<file path="src/rtl/tdc_readout_if.sv">
// RAM read port and byte-stream link between the TDC readout controller and its neighbours.
interface tdc_readout_if #(
    parameter int DATA_W = 16,
    parameter int ADDR_W = 8
);
    logic              rd_en;
    logic [ADDR_W-1:0] rd_addr;
    logic [DATA_W-1:0] rd_data;
    logic [7:0]        tx_dat;
    logic              tx_vld;
    logic              tx_rdy;

    modport master (
        output rd_en, rd_addr, tx_dat, tx_vld,
        input  rd_data, tx_rdy
    );

    modport slave (
        input  rd_en, rd_addr, tx_dat, tx_vld,
        output rd_data, tx_rdy
    );
endinterface

</file>
<file path="src/rtl/tdc_readout_ctrl.sv">
// Reads the TDC result RAM back and streams it as a framed, XOR-checked byte stream.
// Latency: first byte (header) is offered the cycle after the start edge; 2 idle cycles per word.
// Backpressure: each byte is held stable on tx_dat until tx_rdy; stalls never drop or repeat bytes.
module tdc_readout_ctrl #(
    parameter int         DATA_W   = 16,
    parameter int         ADDR_W   = 8,
    parameter logic [7:0] HDR_BYTE = 8'hA5
) (
    input  logic              clk,
    input  logic              rst,
    input  logic              start_reading,
    input  logic              writing,
    input  logic [ADDR_W:0]   wr_count,
    output logic              busy,
    output logic              done,
    output logic              read_err,
    tdc_readout_if.master     bus
);
    localparam int NB    = (DATA_W + 7) / 8;
    localparam int SH_W  = NB * 8;
    localparam int CNT_W = ADDR_W + 1;

    typedef enum logic [3:0] {
        IDLE, HDR, CNT_H, CNT_L, FETCH, WAIT_RD, SEND, CHK, DONE
    } state_t;

    state_t            state, state_nxt;
    logic              start_prev;
    logic              writing_prev;
    logic [CNT_W-1:0]  count;
    logic [CNT_W-1:0]  idx;
    logic [CNT_W-1:0]  idx_inc;
    logic [7:0]        chk;
    logic [SH_W-1:0]   shreg;
    logic [7:0]        bcnt;
    logic [15:0]       cnt16;
    logic              start;
    logic              start_ok;
    logic              err_set;
    logic              xfer;
    logic              tx_vld;
    logic [7:0]        tx_dat;
    logic              rd_en;

    assign start    = start_reading & ~start_prev;
    assign start_ok = (state == IDLE) & start & ~writing & (wr_count != '0);
    // Errors: a refused start in IDLE, any start while busy, or the writer starting mid-frame.
    assign err_set  = (start & ((state != IDLE) | writing | (wr_count == '0)))
                    | (writing & ~writing_prev & (state != IDLE));
    assign cnt16    = 16'(count);
    assign idx_inc  = idx + CNT_W'(1);
    assign xfer     = tx_vld & bus.tx_rdy;

    assign bus.tx_vld  = tx_vld;
    assign bus.tx_dat  = tx_dat;
    assign bus.rd_en   = rd_en;
    assign bus.rd_addr = idx[ADDR_W-1:0];
    assign busy        = (state != IDLE);
    assign done        = (state == DONE);

    always_ff @(posedge clk) begin
        if (rst) begin
            state        <= IDLE;
            start_prev   <= 1'b0;
            writing_prev <= 1'b0;
            count        <= '0;
            idx          <= '0;
            chk          <= '0;
            shreg        <= '0;
            bcnt         <= '0;
            read_err     <= 1'b0;
        end else begin
            state        <= state_nxt;
            start_prev   <= start_reading;
            writing_prev <= writing;
            if (err_set) read_err <= 1'b1;
            case (state)
                IDLE: if (start_ok) begin
                    count <= wr_count;
                    idx   <= '0;
                    chk   <= '0;
                end
                CNT_H: if (xfer) chk <= chk ^ cnt16[15:8];
                CNT_L: if (xfer) chk <= chk ^ cnt16[7:0];
                WAIT_RD: begin
                    shreg <= SH_W'(bus.rd_data);
                    bcnt  <= 8'(NB - 1);
                end
                SEND: if (xfer) begin
                    chk   <= chk ^ shreg[SH_W-1 -: 8];
                    shreg <= shreg << 8;
                    if (bcnt == 8'd0) idx  <= idx_inc;
                    else              bcnt <= bcnt - 8'd1;
                end
                default: ;
            endcase
        end
    end

    always_comb begin
        state_nxt = state;
        tx_vld    = 1'b0;
        tx_dat    = 8'h00;
        rd_en     = 1'b0;
        case (state)
            IDLE:    if (start_ok) state_nxt = HDR;
            HDR: begin
                tx_vld = 1'b1;
                tx_dat = HDR_BYTE;
                if (bus.tx_rdy) state_nxt = CNT_H;
            end
            CNT_H: begin
                tx_vld = 1'b1;
                tx_dat = cnt16[15:8];
                if (bus.tx_rdy) state_nxt = CNT_L;
            end
            CNT_L: begin
                tx_vld = 1'b1;
                tx_dat = cnt16[7:0];
                if (bus.tx_rdy) state_nxt = FETCH;
            end
            FETCH: begin
                rd_en     = 1'b1;
                state_nxt = WAIT_RD;
            end
            WAIT_RD: state_nxt = SEND;
            SEND: begin
                tx_vld = 1'b1;
                tx_dat = shreg[SH_W-1 -: 8];
                if (bus.tx_rdy && bcnt == 8'd0)
                    state_nxt = (idx_inc == count) ? CHK : FETCH;
            end
            CHK: begin
                tx_vld = 1'b1;
                tx_dat = chk;
                if (bus.tx_rdy) state_nxt = DONE;
            end
            DONE:    state_nxt = IDLE;
            default: state_nxt = IDLE;
        endcase
    end
endmodule

</file>
<file path="src/flat_wrapper.sv">
// flat-port wrapper written by rule: the top's interface ports become plain ports
module tdc_readout_ctrl_flat 
#(
    parameter int         DATA_W   = 16,
    parameter int         ADDR_W   = 8,
    parameter logic [7:0] HDR_BYTE = 8'hA5
)
  (clk, rst, start_reading, writing, wr_count, busy, done, read_err, bus_rd_en, bus_rd_addr, bus_tx_dat, bus_tx_vld, bus_rd_data, bus_tx_rdy);
  tdc_readout_if #(.DATA_W(DATA_W), .ADDR_W(ADDR_W)) bus_i ();
  input  logic clk;
  input  logic rst;
  input  logic start_reading;
  input  logic writing;
  input  logic [ADDR_W:0] wr_count;
  output logic busy;
  output logic done;
  output logic read_err;
  output wire logic [$bits(bus_i.rd_en)-1:0] bus_rd_en;
  output wire logic [$bits(bus_i.rd_addr)-1:0] bus_rd_addr;
  output wire logic [$bits(bus_i.tx_dat)-1:0] bus_tx_dat;
  output wire logic [$bits(bus_i.tx_vld)-1:0] bus_tx_vld;
  input wire logic [$bits(bus_i.rd_data)-1:0] bus_rd_data;
  input wire logic [$bits(bus_i.tx_rdy)-1:0] bus_tx_rdy;
  assign bus_rd_en = bus_i.rd_en;
  assign bus_rd_addr = bus_i.rd_addr;
  assign bus_tx_dat = bus_i.tx_dat;
  assign bus_tx_vld = bus_i.tx_vld;
  assign bus_i.rd_data = bus_rd_data;
  assign bus_i.tx_rdy = bus_tx_rdy;
  tdc_readout_ctrl #(.DATA_W(DATA_W), .ADDR_W(ADDR_W), .HDR_BYTE(HDR_BYTE)) u_core (.clk(clk), .rst(rst), .start_reading(start_reading), .writing(writing), .wr_count(wr_count), .busy(busy), .done(done), .read_err(read_err), .bus(bus_i));
endmodule
</file>
<file path="config.mk">
export PLATFORM = sky130hd
export DESIGN_NAME = tdc_readout_ctrl_flat
export DESIGN_NICKNAME = d
export VERILOG_FILES = /design/src/rtl/tdc_readout_if.sv /design/src/rtl/tdc_readout_ctrl.sv /design/src/flat_wrapper.sv
export SDC_FILE = /design/constraint.sdc
export NUM_CORES = 1
export LEC_CHECK = 0
export CAP_MARGIN = 20
export CORE_MARGIN = 1
export CORE_UTILIZATION = 48
export CTS_CLUSTER_SIZE = 20
export DETAILED_ROUTE_END_ITERATION = 6
export PLACE_DENSITY = 0.87
export REMOVE_ABC_BUFFERS = 1
export SLEW_MARGIN = 20
export SYNTH_ARGS = -nofsm -noshare
export SYNTH_HDL_FRONTEND = slang
export SYNTH_SLANG_ARGS = --single-unit
</file>
<file path="constraint.sdc">
create_clock -name clk -period 2.3 [get_ports clk]
set_clock_uncertainty 0.1 [all_clocks]
set_input_delay 0.575 -clock clk [delete_from_list [all_inputs] [get_ports clk]]
set_output_delay 0.575 -clock clk [all_outputs]
set_load 0.01 [all_outputs]
</file>
* Word level (Yosys, flattened, before mapping)
Index checks and enable logic that the tools add are counted.
Word-level totals: input port bits 30, output and inout port bits 21, word-level logic and storage cells 89, flip-flop bits (word level) 57
Cells by class: bitwise logic cells 17, eq/ne operators 20, $add $sub $neg 2, mux-type cells 25, reductions and logical operators 16
Operators with widths (number):
- 8-bit two-way mux | 6
- 8-bit case mux with 5 select lines | 1
- 16-bit case mux with 2 select lines | 1
- 4-bit case mux with 8 select lines | 1
- 8-bit case mux with 4 select lines | 1
- 9-bit two-way mux | 3
- 4-bit two-way mux | 6
- 9-bit case mux with 2 select lines | 1
- 4-bit by 3-bit == test with 1-bit output (second input constant) | 4
- 16-bit two-way mux | 1
- 8-bit case mux with 2 select lines | 1
- 8-bit bitwise XOR | 2
- 2-bit by 1-bit != test with 1-bit output (second input constant) | 6
- 2-bit != test (second input constant) | 5
- 9-bit by 1-bit adder with 9-bit output (second input constant) | 1
- 9-bit == test | 1
- 9-bit zero test | 1
- 9-bit nonzero test | 1
- 1-bit AND | 8
- 4-bit by 2-bit == test with 1-bit output (second input constant) | 2
- 8-bit zero test | 1
- 4-bit nonzero test | 2
- 8-bit by 1-bit subtractor with 8-bit output (second input constant) | 1
- 8-bit by 1-bit bitwise XOR with 8-bit output | 1
- 15 further kinds | 22

* Depth between registers and ports, before layout
Gate-level depths: netlist of the first run.
depth in word-level cells 7, depth in mapped cells 8, mapped depth without buffers 7

* Worst setup path after synthesis of the first run
No wires, ideal clock.
kind register -> register, start register u_core.bcnt[4], end register u_core.state[0], clock period less this slack 2375 ps, arrival 2200 ps, path buffers 0, required time 2126 ps, stages on the path, launching flop included 7, path slack -75 ps, library setup time 74 ps, cells stage by stage dfxtp_1 -> or4_4 -> nor4b_4 -> o21ai_2 -> a21o_2 -> or4_1 -> a31oi_1
Between the ends: word-level cells in the longest chain between the ends 4
Ends and longest elaborated chain:
- start: declaration | line tdc_readout_ctrl.sv:35 | logic [7:0] bcnt;
- start signal: assignment | line tdc_readout_ctrl.sv:87 | bcnt <= 8'(NB - 1);
- start signal: assignment | line tdc_readout_ctrl.sv:93 | else bcnt <= bcnt - 8'd1;
- 8-bit zero test | line tdc_readout_ctrl.sv:130 | if (bus.tx_rdy && bcnt == 8'd0)
- 1-bit logical AND | line tdc_readout_ctrl.sv:130
- 2-bit by 1-bit != test with 1-bit output (no line)
- 6-bit AND reduction (no line)
- end signal: assignment | line tdc_readout_ctrl.sv:73 | state <= state_nxt;
- end: declaration | line tdc_readout_ctrl.sv:27 | state_t state, state_nxt;
Every way passes these cells. A chain may end at the register's enable or synchronous reset.

* Worst setup path in the final report of the first run
start register u_core.state[1], end output bus_tx_dat[4]
Between the ends: word-level cells in the longest chain between the ends 2, elaborated cells on any way between the ends 6, those cells by class 5 x eq/ne; 1 x mux
Ends and longest elaborated chain:
- 4-bit by 3-bit == test with 1-bit output (tied with other cells) | line tdc_readout_ctrl.sv:105 | case (state)
- 8-bit case mux with 5 select lines (*) | line tdc_readout_ctrl.sv:105
- end: declaration | line flat_wrapper.sv:20 | output wire logic [$bits(bus_i.tx_dat)-1:0] bus_tx_dat;
Every way passes the cells marked *; elsewhere a longest branch is shown, timed or not.

==> results of run 1 <==
==> worst max path at each step <==
stage,slack [ns],startpoint,cells after the start,to
floorplan,-1.70,u_core.state[1],5,u_core.idx[5]
global placement,-0.39,wr_count[4],7,u_core.state[0]
detailed placement,-0.46,wr_count[6],7,u_core.state[0]
CTS,-0.14,u_core.state[2],8,bus_tx_dat[4]
global route,-0.26,u_core.state[1],7,bus_tx_dat[3]
finish,-0.13,u_core.state[1],8,bus_tx_dat[4]
==> Yosys cell counts, types with 8 or more instances <==
| master | n |
|---|---|
| sky130_fd_sc_hd__nor2_1 | 59 |
| sky130_fd_sc_hd__dfxtp_1 | 57 |
| sky130_fd_sc_hd__nand2_1 | 50 |
| sky130_fd_sc_hd__a21oi_1 | 30 |
| sky130_fd_sc_hd__o21ai_0 | 18 |
| sky130_fd_sc_hd__clkbuf_1 | 15 |
| sky130_fd_sc_hd__xnor2_1 | 15 |
| sky130_fd_sc_hd__inv_1 | 13 |
| sky130_fd_sc_hd__nand3_1 | 11 |
| sky130_fd_sc_hd__buf_4 | 10 |
| sky130_fd_sc_hd__mux2i_1 | 10 |
| sky130_fd_sc_hd__a311oi_1 | 9 |
| sky130_fd_sc_hd__a22oi_1 | 8 |
| sky130_fd_sc_hd__nor3_1 | 8 |
| sky130_fd_sc_hd__xor2_1 | 8 |
==> state kept, by name, summed over array words and instances, names as in the netlist <==
name                 count
u_core.bcnt              8
u_core.chk               8
u_core.count             9
u_core.idx               9
u_core.read_err          1
u_core.shreg            16
u_core.start_prev        1
u_core.state             4
u_core.writing_prev      1
==> power by group through the flow <==
stage                     registers (mW)  logic, mW  clock network [mW]
after floorplan                     1.15      0.473                   0
after global placement              1.12       1.07                   0
after detailed placement            1.12       1.10                   0
after CTS                           1.11       1.15                1.24
after global routing                1.12       1.43                1.29
final                               1.12       1.35                1.25
==> cell type report <==
| cell class | count | area, µm² | area share [%] |
|---|---|---|---|
| inverter | 13 | 48.80 | 1.066 |
| multi-input combinational | 293 | 1927 | 42.11 |
| clock buffer | 12 | 165.2 | 3.610 |
| sequential | 57 | 1151 | 25.16 |
| timing repair buffer | 129 | 1092 | 23.87 |
| clock inverter | 4 | 97.59 | 2.133 |
| tap | 75 | 93.84 | 2.051 |
==> through the flow <==
step / setup WS [ns] / std cells / TNS, ns
after detailed placement: -0.4558 / 548 / -7.851
after global placement: -0.3893 / 548 / -6.255
final: -0.1338 / 583 / -0.8736
after floorplan: -1.703 / 363 / -45.53
after CTS: -0.1370 / 579 / -0.5855
after global routing: -0.2607 / 583 / -1.852
==> metal layers <==
layer	vias up	GRT usage [%]	wire, µm
met5	-	0	0
met4	0	15.79	321
met3	40	7.033	751
met2	168	52.23	5000
met1	1613	33.42	4021
li1	1586	-	-
==> layout by cell type (no fill, tap or decap), drive strengths merged, types with 2 or more instances in the layout <==
master,n
a211oi,3
nand2,50
and2,4
xnor2,15
clkbuf,14
clkdlybuf4s15,2
a22oi,8
xor2,8
inv,13
nor4,4
ha,3
a31oi,5
mux2i,10
or4,4
o21ai,19
or3b,2
nor2b,5
clkdlybuf4s50,38
o21a,2
or4b,2
bufinv,3
a222oi,4
nand3,11
or3,5
a311oi,9
buf,86
nor3,8
nor2,59
dfxtp,57
nand4,2
or2,2
a21oi,30
nand2b,5
==> logic make-up (layout without fill, tap and decap cells) <==
logic type,count (synthesis),after routing
adder cells (fa/ha/maj),3,3
buffers and inverters,43,158
multiplexers,11,11
flip-flops,57,57
AO/OA/AOI/OAI,86,86
AND/OR/NAND/NOR,170,170
XOR/XNOR,23,23
==> worst max-delay path, delay by kind of cell (launching register included) <==
| kind | cells | cell delay, ns |
|---|---|---|
| AO/OA/AOI/OAI | 1 | 0.22 |
| flip-flops | 1 | 0.33 |
| buffers and inverters | 6 | 0.67 |
| AND/OR/NAND/NOR | 1 | 0.17 |
==> repair_timing <==
item | 4_1_cts | 5_1_grt
pin swaps | 15 | 24
cloned | 1 | 0
resized for setup | 65 | 50
endpoints found under the setup margin | 18 | 28
setup buffers | 14 | 8
endpoints found under the hold margin | 0 | 0
==> metrics.md, run 1 <==
| Metric | Value |
|---|---|
| Run status | `complete, but fails checks` |
| Violations in the final reports | `setup timing` |
| Total of flip-flops plus latches after synthesis | `57` |
| Share of final-layout standard cells stronger than drive strength 1 | `between 30% and 40%` |
| Main combinational cell family by area after synthesis | `simple AND/OR/NAND/NOR gates` |
| Cell count after synthesis | `~400` |
| Cell variety after synth | `52` |
| FP Rows | `28` |
| Slowest Stage Delay on Critical Path | `0.33 ns` |
| Number of design-rule violations left by the first detailed-router iteration | `about 260` |
| Slew at the pin with the worst max-slew slack | `roughly 0.6 ns` |
| Number of pins with negative max-slew slack in the final report | `0` |
| Ys Warns | `0` |
| Largest cells by area after synthesis | `sky130_fd_sc_hd__dfxtp_1 37%, sky130_fd_sc_hd__nor2_1 7.2%, sky130_fd_sc_hd__nand2_1 6.1%` |
| Share of total power in sequential cells | `between 30% and 40%` |
| Sw power | `around 1.2 mW` |
| Hold WS | `~0.38 ns` |
| Hold buffer count at cts | `0` |
| Number of CTS-inserted buffers | `9` |
| Relative slew slack | `58.97%` |
| Post-route antenna net violation count | `0` |
| Synth area leader | `sky130_fd_sc_hd__dfxtp_1` |
| Worst r2r path cells | `6` |
| Clock tree from TritonCTS | `yes` |
| Number of iterations in the first detailed-routing pass | `6` |
| Share of the clock period used by the worst path | `105.8%` |
| Worst ir drop on vdd | `0.5914 mV` |
| Highest fanout seen on the critical path | `3` |
| Detail-routed net length per standard cell | `17.31 µm` |
| Setup Crit Path Kind | `reg -> out` |
| Critical R2R Capture | `u_core.state[0]` |
| Multiplexer fraction of the synthesized cell area | `3.609%` |
| R2R Setup Slk | `-0.11 ns` |
| Count of endpoints failing hold in the final timing report | `0` |
| PnR Total Power | `around 3.7 mW` |
| Startpoint kind of the worst setup timing path | `flop` |
| Reg-to-reg critical path startpoint | `u_core.bcnt[2]` |
| First-pass GRT wire length | `14860 µm` |
| Placed Instance Area | `between 0.003 and 0.004 mm²` |
| Final Wtd Congestion | `between 0.9 and 1` |
| Post-DP HPWL | `a little over 6000 µm` |
| Synth Area in XOR/XNOR | `between 6 and 7%` |
| Required time of the critical path | `approximately 1.6 ns` |
| IO Count | `51` |
| Syn Std Cell Area | `0.003085 mm²` |
| Area of all placed cells without fillers | `0.004576 mm²` |
| Global-route congestion overflow total | `0` |
| Hold Crit Endpoint | `u_core.shreg[8]` |
| Top flip-flop cell by instance count after synthesis | `sky130_fd_sc_hd__dfxtp_1` |
| Arrival time worst endpoint | `about 1.8 ns` |
| Number of enable flip-flop cells after synthesis | `0` |
| Synthesized area per cell | `just under 8 µm²` |
| Worst Hold Path Cells | `2` |
| GRT Util Overall | `~30%` |
| CP Capture Type | `output port` |
| Internal power | `approximately 2.5 mW` |
| Worst Hold Launch | `u_core.shreg[0]` |
| # diodes | `0` |
| Library cell contributing the largest single delay on the critical path | `sky130_fd_sc_hd__dfxtp_2` |
| Highest clock rate | `roughly 0.4 GHz` |
| Type of the tightest min-delay check | `reg -> reg` |
| Drt total wl | `10090 µm` |
| Largest net degree at the start of global routing | `24` |
| Shortest period the worst path allows | `between 2 and 2.5 ns` |
| Number of clock sinks | `57` |
| Setup Viol. Count Final | `10` |
| Power per Cell Area | `roughly 810 mW/mm²` |
| Total DRC errors in the routed layout | `0` |
| CP most frequent cell | `sky130_fd_sc_hd__buf_6` |
| Die ar. | `around 0.0068 mm²` |
| Starting Density | `between 50% and 60%` |
| Clock transition time at the flip-flop clock pins of the worst setup and hold paths | `0.07 ns` |
| Placeable core area | `about 0.0061 mm²` |
| Die boundary height | `slightly above 80 µm` |
| Post-synthesis adder-cell area fraction | `~1.2%` |
| Area share of the leading cell type in the synthesized netlist | `36.98%` |
| Fill cells | `400` |
| Synth Area in Simple Gates | `26.56%` |
| Die boundary width | `82.18 µm` |
| List of cells traversed by the critical path | `nor4bb_4, buf_4, buf_6, buf_6, buf_6, a222oi_1, inv_1, buf_2` |
| Fraction of the mapped netlist area in compound gates | `roughly 18%` |
| Number of antenna violations at the first check in global routing | `0` |
| Vias in the first global route | `around 3300` |
| Max-cap viol count | `0` |
| Input/output buffers | `50` |
| Root buffer cell | `sky130_fd_sc_hd__clkbuf_8` |
| Post-layout util | `75.50%` |
| Worst skew pair latency | `~0.36 ns` |
| Share of total power in the clock network | `between 30 and 40%` |
| Maximum count of clock buffers along a single path | `2` |
| Slack of the critical path | `-0.1338 ns` |
| Number of levels in the clock H-tree | `3` |
| Signed area change from the synthesized netlist to the final layout | `48.30%` |
| Combinational fraction of design power | `between 30% and 40%` |
| Final #Nets | `536` |
| Via count | `approximately 3400` |
| Sequential share of the synthesized area | `a little under two fifths` |
| Leakage dissipation | `~1.9 nW` |
| Async set or reset register ratio after synthesis | `0%` |
| Unrepaired setup endpoints after global routing | `yes` |
| Mean number of vias per cell | `around 5.8` |
| Net switching share of the total power | `between 30% and 40%` |
(Power assumes the default switching activity.)
==> inputs of run 2 (changes only) <==
--- a/config.mk
+++ b/config.mk
@@ -6,12 +6,14 @@
 export NUM_CORES = 1
 export LEC_CHECK = 0
 export CAP_MARGIN = 20
+export CORE_ASPECT_RATIO = 0.9
 export CORE_MARGIN = 1
 export CORE_UTILIZATION = 48
 export CTS_CLUSTER_SIZE = 20
 export DETAILED_ROUTE_END_ITERATION = 6
 export PLACE_DENSITY = 0.87
 export REMOVE_ABC_BUFFERS = 1
+export SETUP_SLACK_MARGIN = 0.1
 export SLEW_MARGIN = 20
 export SYNTH_ARGS = -nofsm -noshare
 export SYNTH_HDL_FRONTEND = slang
==> constraint.sdc (replaced) <==
create_clock -name clk -period 2.3 [get_ports clk]
set_clock_uncertainty 0.1 [all_clocks]
set_input_delay 0.345 -clock clk [delete_from_list [all_inputs] [get_ports clk]]
set_output_delay 0.345 -clock clk [all_outputs]
set_load 0.01 [all_outputs]
==> run 2 against run 1 <==
  * The flow still finishes with violations (setup timing)
  * Via count fell by 1.2%
  * Clock power fell by 29%
  * Routed wire length fell by 4.0%
  * Fmax fell by 2.7%
  * Cell count fell by 2.1%
  * Design area fell by 6.0%
  * Sequential power barely moved
  * Power fell by 15%
  * Worst hold slack got worse by 0.0049 ns
  * Clock-buffer cell count fell by 1
  * Global-route usage fell by 0.58 points
==> metrics.md, run 2 (synthesized netlist as in run 1, its figures left out) <==
| Metric | Value |
|---|---|
| Worst Hold Launch | `u_core.chk[0]` |
| Input/output buffers | `50` |
| Required time of the critical path | `2.47 ns` |
| CP Capture Type | `flop` |
| Via count | `3365` |
| Number of levels in the clock H-tree | `3` |
| Clock tree from TritonCTS | `yes` |
| Count of endpoints failing hold in the final timing report | `0` |
| Leakage dissipation | `~1.7 nW` |
| Biggest register | `u_core.shreg` |
| First-pass GRT wire length | `15140 µm` |
| Largest net degree at the start of global routing | `29` |
| Worst ir drop on vdd | `between 0.3 and 0.4 mV` |
| FP Rows | `27` |
| Final Wtd Congestion | `between 0.9 and 1` |
| Number of design-rule violations left by the first detailed-router iteration | `around 380` |
| GRT Util Overall | `between 20% and 30%` |
| Library cell contributing the largest single delay on the critical path | `sky130_fd_sc_hd__or4_4` |
| Violations in the final reports | `setup timing` |
| List of cells traversed by the critical path | `or4_4, nor4b_4, buf_4, o21ai_2, a21o_2, or4b_1, a31oi_1` |
| R2R Setup Slk | `-0.20 ns` |
| Post-route antenna net violation count | `0` |
| Setup Viol. Count Final | `7` |
| Post-layout util | `between 60% and 70%` |
| Most common library cell in the layout ignoring fill and taps | `sky130_fd_sc_hd__nor2_1` |
| Unrepaired setup endpoints after global routing | `yes` |
| # diodes | `0` |
| Number of clock sinks | `57` |
| Arrival time worst endpoint | `roughly 2.7 ns` |
| Shortest period the worst path allows | `2.500 ns` |
| Hold buffer count at cts | `0` |
| Number of pins with negative max-slew slack in the final report | `0` |
| Die ar. | `about 0.0068 mm²` |
| Slack of the critical path | `-0.2004 ns` |
| Global-route congestion overflow total | `0` |
| Most frequent cells in the layout | `56 x sky130_fd_sc_hd__nor2_1, 52 x sky130_fd_sc_hd__dfxtp_1, 48 x sky130_fd_sc_hd__buf_4` |
| Drt total wl | `9693 µm` |
| Slew at the pin with the worst max-slew slack | `~0.67 ns` |
| Maximum count of clock buffers along a single path | `2` |
| Fill cells | `480` |
| Vias in the first global route | `between 3000 and 4000` |
| Signed area change from the synthesized netlist to the final layout | `39.42%` |
| Pre-CTS worst setup slack | `-0.1882 ns` |
| Total DRC errors in the routed layout | `0` |
| Die boundary height | `78.06 µm` |
| Max-cap viol count | `0` |
| Largest registers ranked by flip-flop count | `u_core.shreg: 16 flops, u_core.count: 9 flops, u_core.idx: 9 flops` |
| PnR Total Power | `3.153 mW` |
| Run status | `complete, but fails checks` |
| Number of flip-flops in the largest register | `16` |
| Power per Cell Area | `about 730 mW/mm²` |
| Share of final-layout standard cells stronger than drive strength 1 | `between 20% and 30%` |
| Root buffer cell | `sky130_fd_sc_hd__clkbuf_8` |
| Worst r2r path cells | `7` |
| Hold Crit Endpoint | `u_core.chk[0]` |
| Number of iterations in the first detailed-routing pass | `5` |
| Starting Density | `50.18%` |
| Die boundary width | `about 87 µm` |
| Setup Crit Path Kind | `reg -> reg` |
| Relative slew slack | `a little over half` |
| Type of the tightest min-delay check | `reg -> reg` |
| Mean number of vias per cell | `slightly below 6` |
| Highest clock rate | `between 0.3 and 0.4 GHz` |
| Startpoint kind of the worst setup timing path | `flop` |
| Worst Hold Path Cells | `1` |
| Slowest Stage Delay on Critical Path | `0.56 ns` |
| Post-DP HPWL | `about 6400 µm` |
| Final #Nets | `around 510` |
| Reg-to-reg critical path startpoint | `u_core.bcnt[4]` |
| Number of antenna violations at the first check in global routing | `0` |
| Placeable core area | `0.006148 mm²` |
| IO Count | `51` |
| Share of the clock period used by the worst path | `108.7%` |
| Critical R2R Capture | `u_core.state[0]` |
| Clock transition time at the flip-flop clock pins of the worst setup and hold paths | `0.06 ns` |
| Hold WS | `about 0.37 ns` |
| Detail-routed net length per standard cell | `16.98 µm` |
| Number of CTS-inserted buffers | `9` |
| Highest fanout seen on the critical path | `6` |
| Worst skew pair latency | `between 0.3 and 0.4 ns` |
==> run 2: cell types whose count changed in the layout (fill, tap and decap cells not counted), moves of 3 or more <==
cell / before / now
sky130_fd_sc_hd__clkinv_2: 0 / 3
sky130_fd_sc_hd__clkbuf_8: 12 / 9
sky130_fd_sc_hd__buf_6: 11 / 5
sky130_fd_sc_hd__o21ai_2: 5 / 1
sky130_fd_sc_hd__o21ai_0: 8 / 11
sky130_fd_sc_hd__buf_4: 69 / 48
==> run 2: layout make-up <==
class,count,area (µm²),area share [%]
well taps,87,108.9,2.531
clock buffers,11,131.4,3.054
flip-flops and latches,57,1150,26.73
clock inverters,4,45.04,1.047
repair buffers,106,960.9,22.34
inverters,13,48.80,1.134
multi-input cells,293,1857,43.16
==> run 2: worst max-delay path by stage <==
stage               startpoint               to  slack (ns)  cells past startpoint
6_report        u_core.bcnt[4]  u_core.state[0]       -0.20                      7
5_1_grt         u_core.bcnt[4]  u_core.state[0]       -0.20                      7
4_1_cts         u_core.bcnt[3]  u_core.state[0]        -0.1                      6
3_5_place_dp    u_core.bcnt[4]  u_core.state[0]       -0.19                      6
3_3_place_gp    u_core.bcnt[4]  u_core.state[0]       -0.17                      6
2_1_floorplan  u_core.state[1]    u_core.idx[5]       -1.70                      5
==> run 2: repair_timing <==
item,CTS,global route
gates cloned,1,0
setup buffers,11,4
gates resized for setup,55,23
setup endpoints to repair,26,28
pin swaps,16,14
==> run 2: critical path: cells and delay by family, from the launching register on <==
kind | cells | cell delay, ns
flops | 1 | 0.32
compound gates | 3 | 0.50
simple gates | 3 | 1.32
buf+inv | 1 | 0.18
==> run 2: metrics by stage <==
stage          area, µm²  std cells  setup TNS, ns
2_1_floorplan       2905        363         -43.92
3_3_place_gp        3862        541        -0.4970
3_5_place_dp        3862        541        -0.6151
4_1_cts             4190        567        -0.2812
5_1_grt             4302        571        -0.9856
6_report            4302        571        -0.3773
==> run 2: power by group <==
part / internal [mW] / leakage (nW) / switching [mW] / total (mW)
registers: 1.05 / 0.464 / 0.0716 / 1.12
clock network: 0.488 / 0.0929 / 0.396 / 0.885
logic: 0.561 / 1.15 / 0.586 / 1.15
==> run 2: layer usage <==
layer,GRT usage (%),routed length (µm)
met1,36.18,3877
met2,48.41,4524
met3,7.361,933
met4,12.17,358
met5,0,0
==> inputs of run 3 (changes only) <==
--- a/config.mk
+++ b/config.mk
@@ -5,12 +5,12 @@
 export SDC_FILE = /design/constraint.sdc
 export NUM_CORES = 1
 export LEC_CHECK = 0
-export CAP_MARGIN = 20
 export CORE_ASPECT_RATIO = 0.9
 export CORE_MARGIN = 1
 export CORE_UTILIZATION = 48
 export CTS_CLUSTER_SIZE = 20
 export DETAILED_ROUTE_END_ITERATION = 6
+export GPL_ROUTABILITY_DRIVEN = 0
 export PLACE_DENSITY = 0.87
 export REMOVE_ABC_BUFFERS = 1
 export SETUP_SLACK_MARGIN = 0.1
==> run 3 against run 2 <==
  * The flow still finishes with violations (setup timing)
  * Register-to-register slack gained 0.05 ns
  * Critical path type unchanged
  * Critical path depth is 1 higher
  * Non-clock buffer count rose by 8
  * Global-route usage up 0.16 points
  * Critical endpoint is now u_core.state[1]
  * Highest routed layer unchanged
  * Largest power group unchanged
==> metrics.md, run 3 (synthesized netlist as in run 1, its figures left out) <==
| Metric | Value |
|---|---|
| Input/output buffers | `50` |
| Area of all placed cells without fillers | `roughly 0.0045 mm²` |
| GRT Util Overall | `29.43%` |
| Most common library cell in the layout ignoring fill and taps | `sky130_fd_sc_hd__nor2_1` |
| Highest fanout seen on the critical path | `4` |
| Hold WS | `around 0.39 ns` |
| Worst skew pair latency | `0.35 ns` |
| Internal power | `2.370 mW` |
| Global Route met1 Usage | `between 30% and 40%` |
| Type of the tightest min-delay check | `reg -> reg` |
| Highest clock rate | `around 0.4 GHz` |
| Number of pins with negative max-slew slack in the final report | `0` |
| Number of levels in the clock H-tree | `3` |
| CP Capture Type | `flop` |
| Number of flip-flops in the largest register | `16` |
| Share of total power in the clock network | `about 31%` |
| Slew at the pin with the worst max-slew slack | `roughly 0.70 ns` |
| Most frequent cells in the layout | `57 x sky130_fd_sc_hd__nor2_1, 53 x sky130_fd_sc_hd__buf_4, 52 x sky130_fd_sc_hd__dfxtp_1` |
| Combinational fraction of design power | `a little under two fifths` |
| Root buffer cell | `sky130_fd_sc_hd__clkbuf_8` |
| Maximum count of clock buffers along a single path | `2` |
| Number of antenna violations at the first check in global routing | `0` |
| Slack of the critical path | `-0.1498 ns` |
| PnR Total Power | `3.554 mW` |
| Placeable core area | `approximately 0.0061 mm²` |
| Setup Viol. Count Final | `8` |
| Required time of the critical path | `2.39 ns` |
| Startpoint kind of the worst setup timing path | `flop` |
| Detail-routed net length per standard cell | `about 18 µm` |
| Starting Density | `50.18%` |
| Arrival time worst endpoint | `2.54 ns` |
| Total DRC errors in the routed layout | `0` |
| Number of design-rule violations left by the first detailed-router iteration | `~280` |
| Pre-CTS worst setup slack | `-0.2662 ns` |
| Drt total wl | `10250 µm` |
| Met2 Track Usage GR | `about half` |
| Setup total negative slack | `-0.7936 ns` |
| Violations in the final reports | `setup timing` |
| Number of standard cells in the layout, taps in and fillers out | `just under 600` |
| Unrepaired setup endpoints after global routing | `yes` |
| Worst ir drop on vdd | `0.4060 mV` |
| First-pass GRT wire length | `between 15000 and 20000 µm` |
| Global-route met3 utilization | `around 8%` |
| Relative slew slack | `a little over half` |
| Leakage dissipation | `1.849 nW` |
| Vias in the first global route | `~3200` |
| Placed Instance Area | `~0.0039 mm²` |
| Global-route congestion overflow total | `0` |
| Biggest register | `u_core.shreg` |
| Mean number of vias per cell | `5.853` |
| Largest registers ranked by flip-flop count | `u_core.shreg: 16 flops, u_core.count: 9 flops, u_core.idx: 9 flops` |
| IO Count | `just over 50` |
| Die boundary height | `about 78 µm` |
| Post-layout util | `between 70% and 80%` |
| Final #Nets | `521` |
| Via count | `3395` |
| Run status | `complete, but fails checks` |
| Fill cells | `448` |
| Number of clock sinks | `57` |
| Number of iterations in the first detailed-routing pass | `6` |
| Clock tree from TritonCTS | `yes` |
| Share of total power in sequential cells | `a little under a third` |
| Shortest period the worst path allows | `roughly 2.4 ns` |
| Signed area change from the synthesized netlist to the final layout | `44.28%` |
| Die boundary width | `~87 µm` |
| Cells after DPL | `around 540` |
| Max-cap viol count | `0` |
| Clock transition time at the flip-flop clock pins of the worst setup and hold paths | `roughly 0.070 ns` |
| Share of the clock period used by the worst path | `106.5%` |
| Net switching share of the total power | `about a third` |
| # diodes | `0` |
| Die ar. | `0.006753 mm²` |
| Post-DP HPWL | `roughly 6400 µm` |
| Post-route antenna net violation count | `0` |
| Share of final-layout standard cells stronger than drive strength 1 | `about a quarter` |
| Largest net degree at the start of global routing | `47` |
| Count of endpoints failing hold in the final timing report | `0` |
| Most congested layer reported by global routing | `met2` |
| Power per Cell Area | `~800 mW/mm²` |
| FP Rows | `27` |
| Sw power | `about 1.2 mW` |
| Number of CTS-inserted buffers | `9` |
| Setup Crit Path Kind | `reg -> reg` |
[run 3: changes by cell type in the layout (fill, tap and decap cells not counted), moves of 3 or more]
cell | previous run | this run
sky130_fd_sc_hd__o21ai_1 | 7 | 3
sky130_fd_sc_hd__nor3_2 | 3 | 0
sky130_fd_sc_hd__a21oi_1 | 24 | 27
sky130_fd_sc_hd__buf_4 | 48 | 53
sky130_fd_sc_hd__o21ai_2 | 1 | 4
sky130_fd_sc_hd__nor2_2 | 3 | 0
[run 3: area by class of cell]
| type | instances | area [µm²] | area share [%] |
|---|---|---|---|
| multi-input cells | 293 | 1872 | 42.05 |
| flip-flops and latches | 57 | 1152 | 25.89 |
| repair buffers | 114 | 1041 | 23.38 |
| clock buffers | 11 | 151.4 | 3.401 |
| well taps | 87 | 108.9 | 2.445 |
| clock inverters | 5 | 77.57 | 1.743 |
| inverters | 13 | 48.80 | 1.096 |
[run 3: layer usage]
layer / part of all wire (%) / routed length (µm)
met3: 8.5 / 873
met5: 0 / 0
met2: 48 / 4953
met4: 3.9 / 403
met1: 39 / 4018
[run 3: power by group through the flow]
stage	registers [mW]	logic (mW)	clock network, mW
after floorplan	1.15	0.473	0
after CTS	1.12	1.09	1.09
final	1.12	1.34	1.09
after global routing	1.13	1.41	1.15
after detailed placement	1.13	1.02	0
after global placement	1.13	0.990	0
[run 3: worst max-delay path: stages, from the launching register on]
cell	delay, ns
sky130_fd_sc_hd__dfxtp_4	0.36
sky130_fd_sc_hd__nor4bb_4	0.36
sky130_fd_sc_hd__buf_12	0.15
sky130_fd_sc_hd__buf_12	0.09
sky130_fd_sc_hd__nand3_1	0.07
sky130_fd_sc_hd__nor3_1	0.23
sky130_fd_sc_hd__nand4_1	0.18
sky130_fd_sc_hd__o21a_1	0.24
sky130_fd_sc_hd__a2111oi_2	0.49
[run 3: path summary, 6_finish.rpt]
path              slack, ns          endpoint            start  cells after the start
setup / recovery      -0.15   u_core.state[1]  u_core.state[2]                      8
hold / removal         0.39  u_core.shreg[13]  u_core.shreg[5]                      2
setup reg to reg      -0.15   u_core.state[1]  u_core.state[2]                      8
hold reg to reg        0.39  u_core.shreg[13]  u_core.shreg[5]                      2
[run 3: what timing repair did]
action,in CTS,in global routing
setup endpoints to repair,33,36
pin swaps,12,12
resized for setup,47,44
cloned,1,0
hold buffers,0,0
buffers inserted,10,12
